File: config.mk
export PLATFORM = sky130hd
export DESIGN_NAME = softplus_result_fifo
export DESIGN_NICKNAME = d
export VERILOG_FILES = /design/src/rtl/softplus_result_fifo.sv
export SDC_FILE = /design/constraint.sdc
export NUM_CORES = 1
export LEC_CHECK = 0
export ABC_AREA = 1
export BUFFER_PORTS_ARGS = -buffer_cell sky130_fd_sc_hd__buf_4
export CAP_MARGIN = 10
export CORE_MARGIN = 1
export CORE_UTILIZATION = 57
export CTS_CLUSTER_SIZE = 24
export DETAILED_ROUTE_END_ITERATION = 7
export PLACE_DENSITY = 0.77
export SLEW_MARGIN = 20
export SYNTH_ARGS = -nofsm -noshare
export SYNTH_HDL_FRONTEND = slang
export SYNTH_SLANG_ARGS = --single-unit
File: constraint.sdc
create_clock -name clk -period 3.1 [get_ports clk]
set_input_delay 0.465 -clock clk [delete_from_list [all_inputs] [get_ports clk]]
set_output_delay 0.465 -clock clk [all_outputs]
set_load 0.01 [all_outputs]
File: src/rtl/softplus_result_fifo.sv
// Result collector for the 2-cycle softplus pipe: issues producer samples into the pipe and
// buffers every result in a first-word-fall-through FIFO, with credits covering in-flight work.
module softplus_result_fifo #(
  parameter int DATA_W   = 16,
  parameter int DEPTH    = 8,
  parameter int PIPE_LAT = 2
) (
  input  logic                       clk,
  input  logic                       rst,
  input  logic                       src_valid,
  input  logic [DATA_W-1:0]          src_data,
  output logic                       src_ready,
  output logic                       act_valid,
  output logic [DATA_W-1:0]          act_data,
  input  logic                       res_valid,
  input  logic [DATA_W-1:0]          res_data,
  output logic                       out_valid,
  output logic [DATA_W-1:0]          out_data,
  input  logic                       out_ready,
  output logic                       overflow,
  output logic [$clog2(DEPTH+1)-1:0] level
);
  localparam int AW = $clog2(DEPTH);
  localparam int LW = $clog2(DEPTH+1);

  if ((DEPTH < PIPE_LAT) || ((DEPTH & (DEPTH - 1)) != 0)) begin : g_bad_depth
    $error("DEPTH must be a power of two and at least PIPE_LAT");
  end

  logic [DATA_W-1:0] r_mem [DEPTH];
  logic [AW-1:0]     r_wr_ptr;
  logic [AW-1:0]     r_rd_ptr;
  logic [LW-1:0]     r_count;
  logic [LW-1:0]     r_inflight;
  logic              r_overflow;

  logic [LW:0]       w_credit_sum;
  logic              w_issue;
  logic              w_full;
  logic              w_pop;
  logic              w_push;
  logic              w_drop;
  logic              w_underflow;

  // Handshakes: a transfer happens on a cycle where valid and ready are both high at the
  // clock edge; src_ready depends only on registered state, never on src_valid or out_ready.
  assign w_credit_sum = {1'b0, r_inflight} + {1'b0, r_count};
  assign src_ready    = w_credit_sum < (LW+1)'(DEPTH);
  assign w_issue      = src_valid & src_ready;
  assign act_valid    = w_issue;
  assign act_data     = src_data;

  assign w_full       = (r_count == LW'(DEPTH));
  assign out_valid    = (r_count != '0);
  assign w_pop        = out_valid & out_ready;
  assign w_push       = res_valid & (~w_full | w_pop);
  assign w_drop       = res_valid & w_full & ~w_pop;
  assign w_underflow  = res_valid & (r_inflight == '0);

  // Data is zero when the FIFO is empty so the head never shows stale entries.
  assign out_data     = out_valid ? r_mem[r_rd_ptr] : '0;
  assign overflow     = r_overflow;
  assign level        = r_count;

  always_ff @(posedge clk) begin
    if (w_push) begin
      r_mem[r_wr_ptr] <= res_data;
    end
  end

  always_ff @(posedge clk or posedge rst) begin
    if (rst) begin
      r_wr_ptr   <= '0;
      r_rd_ptr   <= '0;
      r_count    <= '0;
      r_inflight <= '0;
      r_overflow <= 1'b0;
    end else begin
      if (w_push) begin
        r_wr_ptr <= r_wr_ptr + 1'b1;
      end
      if (w_pop) begin
        r_rd_ptr <= r_rd_ptr + 1'b1;
      end
      if (w_push && !w_pop) begin
        r_count <= r_count + 1'b1;
      end else if (w_pop && !w_push) begin
        r_count <= r_count - 1'b1;
      end
      // Deliberately not saturating: a wrapped counter is paired with the sticky error.
      if (w_issue && !res_valid) begin
        r_inflight <= r_inflight + 1'b1;
      end else if (res_valid && !w_issue) begin
        r_inflight <= r_inflight - 1'b1;
      end
      if (w_drop || w_underflow) begin
        r_overflow <= 1'b1;
      end
    end
  end
endmodule
==> results.md <==
* Status: finished clean
* # Post-CTS Setup Buffers at 0
* Cell Pwr Density at 1020 nW/µm²
* Mapped Cells at 696
* Total via count after detailed routing at roughly 4,700
* Max FO, Critical Path at 37
* Standby leakage power at between 0.003 and 0.004 µW
* Combined global-route utilization of all metal layers at 0.242
* Antenna Violating Nets Remaining at 0
* Critical path required time at 2.63 ns
* Count of endpoints failing setup in the final report at 0
* Maximum resistive drop on vdd at roughly 700 µV
* Number of levels the H-tree was split into at 4
* Maximum number of pins on one net before global-route repair at 66
* Placed Cells at approximately 860
* Worst endpoint data arrival time at 2.12 ns
* Via density at 5.26
* Number of gates resized after cts at 0
* Wire length of the first global-routing pass at 22,900 µm
* Non-filler instance count after layout at 888
* Via count of the first global-routing pass at 4,736
* Sort of element at the start of the critical path: register
* Final min period at 2.59 ns
* Count of flip-flops with a built-in enable after synthesis at 128
* Detailed placer's ending HPWL at 8230 µm
* Post-route DRC violation count at 0
* Worst hold path type: primary input to asynchronous set/reset pin
* Max Transition Viols Final at 0
* Kind of end point of the critical path: primary output
* Final setup skew at 0.00635 ns
* Crit Path Class: register to primary output
* Antenna violations before repair at 0
* Clock latency reported for the late side of the worst-skew pair at 0.41 ns
* Synthesized area divided by synthesized cell count at 9.69 µm²
* Comb pwr share at 0.379
* Congestion Overflow GR at 0
* Most frequent cells in the layout: sky130_fd_sc_hd__nand2_1, sky130_fd_sc_hd__inv_1, sky130_fd_sc_hd__edfxtp_1
* NumNets Final at between 700 and 800
* Number of register bits inferred by synthesis at 143
* Last weighted congestion value of the routability-driven placer at 0.791
* CTS tree: built
* Number of design-rule violations left by the first detailed-router iteration at ~370
* Number of warnings printed during yosys synthesis at 0
* Smallest setup slack after layout at roughly 0.51 ns
* # clock sinks at about 140
* Starting Density at 0.588
* Detailed Routing Iterations Pass 1 at 5
* Die span in y at 111 µm
* Core outline area at 11,500 µm²
* Slew at the pin closest to its max-slew limit at between 0.7 and 0.8 ns
* Total of max-cap violations at 0
* RSZ-0062 raised after global routing: no
* Worst slack, placed at 0.689 ns
* Count of hold-fix buffers inserted at cts at 0
* Total I/O pin count at 77
* Cell-internal power at 5190 µW
* Buffer levels on the longest clock path at 2
* ANT cells at 0
* Aggregate routed wire length at 13,900 µm
* Number of rows created at floorplan at 39
* Part of the cycle the worst path needs at 0.835
* Netlist area before placement at 6750 µm²
* Max Fclk at 386 MHz
* Part of the power in registers at 0.332
* Synthesis-to-finish area growth at 15.9%
* Most instantiated flip-flop cell in the synthesis netlist: sky130_fd_sc_hd__edfxtp_1
* Routed wirelength normalized by instance count at 15.7 µm
* Most common library cell in the layout ignoring fill and taps: sky130_fd_sc_hd__nand2_1
* Port Buffers at 44
* Worst rel slew slack at 0.526
* Sw Share at 0.351
* Fraction of the yosys area taken by sequential cells at 0.625
* Number of buffers inserted during clock tree synthesis at 17
* Clock network fraction of design power at 0.289
* Accumulated negative setup slack at 0 ns
* Synthesized netlist net count at 746
* Net load switching power at 2800 µW
* Netlist cell types at 27
* Fraction of layout cells with a size suffix above 1 at 0.140
* Die footprint at 12,300 µm²
* Worst reg-to-reg path cell count at 13
* Clock root buffer: sky130_fd_sc_hd__clkbuf_16
* Horiz. Die Dim at 111 µm
* Final hold vios at 0
* Share of synthesized registers carrying an async set or reset at 0.105
* Post-CTS clock slew at the launch and capture registers of the worst setup and hold paths at 0.06 ns
## cell usage after synthesis (2+ instances only)
cell type,n,share of area
sky130_fd_sc_hd__xor2_1,2,0.0026
sky130_fd_sc_hd__o21ai_0,5,0.0037
sky130_fd_sc_hd__nor2_1,39,0.022
sky130_fd_sc_hd__ha_1,11,0.020
sky130_fd_sc_hd__a21oi_1,2,0.0015
sky130_fd_sc_hd__inv_2,2,0.0011
sky130_fd_sc_hd__inv_1,144,0.080
sky130_fd_sc_hd__nor3_1,9,0.0067
sky130_fd_sc_hd__fa_1,2,0.0059
sky130_fd_sc_hd__buf_4,26,0.029
sky130_fd_sc_hd__dfrtp_1,15,0.056
sky130_fd_sc_hd__xnor2_1,7,0.0091
sky130_fd_sc_hd__clkbuf_1,2,0.0011
sky130_fd_sc_hd__nand2_1,194,0.11
sky130_fd_sc_hd__buf_1,2,0.0011
sky130_fd_sc_hd__buf_2,12,0.0089
sky130_fd_sc_hd__edfxtp_1,128,0.57
sky130_fd_sc_hd__nand3_1,85,0.063
## critical path: stages, from the launching register on
cell                      delay [ns]
sky130_fd_sc_hd__dfrtp_2        0.41
sky130_fd_sc_hd__inv_2          0.41
sky130_fd_sc_hd__buf_12         0.28
sky130_fd_sc_hd__nand2_1        0.08
sky130_fd_sc_hd__nand3_1        0.08
sky130_fd_sc_hd__nand2_1        0.07
sky130_fd_sc_hd__nor2_1         0.13
sky130_fd_sc_hd__nor2_1         0.08
sky130_fd_sc_hd__buf_4          0.14
## layer usage
layer / vias up / routed length [µm] / part of all wire / track usage
met5: - / 0 / 0 / 0
met4: 0 / 396 / 0.028 / 0.127
met3: 48 / 916 / 0.066 / 0.0662
met2: 189 / 7040 / 0.51 / 0.404
met1: 2196 / 5580 / 0.40 / 0.287
li1: 2239 / - / - / -
## power by group through the flow
| stage | Clock (µW) | Combinational, µW | Sequential, µW |
|---|---|---|---|
| finish | 2310 | 3030 | 2650 |
| CTS | 2330 | 3030 | 2650 |
| global placement | 0 | 2880 | 2670 |
| global route | 2420 | 3370 | 2680 |
| floorplan | 0 | 2050 | 2660 |
| detailed placement | 0 | 2990 | 2690 |
## through the flow
| stage | instance area, µm² | hold slack (ns) | power [µW] | utilization |
|---|---|---|---|---|
| 2_1_floorplan | 6750 | 0.366 | 4700 | - |
| 3_3_place_gp | 7150 | 0.446 | 5550 | 0.623 |
| 3_5_place_dp | 7150 | 0.448 | 5680 | 0.623 |
| 4_1_cts | 7820 | 0.140 | 8020 | 0.682 |
| 5_1_grt | 7820 | 0.166 | 8470 | 0.682 |
| 6_report | 7820 | 0.136 | 7990 | 0.682 |
## final timing paths
path,start,to,slack [ns]
setup / recovery,r_rd_ptr[0],out_data[0],0.51
max in group asynchronous,rst,r_rd_ptr[0],2.53
hold reg to reg,overflow,overflow,0.46
min in group clk,res_data[9],r_mem[0][9],0.29
setup reg to reg,level[0],level[3],0.72
hold / removal,rst,r_inflight[0],0.14
## layout make-up
class	instances	area, µm²
fillers	783	3650
clock buffers	18	429
flip-flops and latches	143	4220
multi-input cells	364	1740
inverters	146	548
well taps	143	179
repair buffers	60	463
clock inverters	14	244
## registers in the layout, indices dropped and copies added (netlist names)
| register | count |
|---|---|
| r_wr_ptr | 3 |
| r_inflight | 4 |
| r_mem | 128 |
| overflow | 1 |
| level | 4 |
| r_rd_ptr | 3 |
## cells by family (layout without fill, tap and decap cells)
logic type                 count (synthesis)  after routing  synth area share
and+or+nand+nor                          332            332             0.205
xor gates and xnor gates                   9              9            0.0117
DFF                                      143            143             0.625
muxes                                      1              1           0.00167
AOI/OAI and AO/OA                          9              9           0.00705
adders and majority gates                 13             13            0.0263
buffers and inverters                    189            238             0.123
No activity file was read; power rests on OpenSTA's default activity.
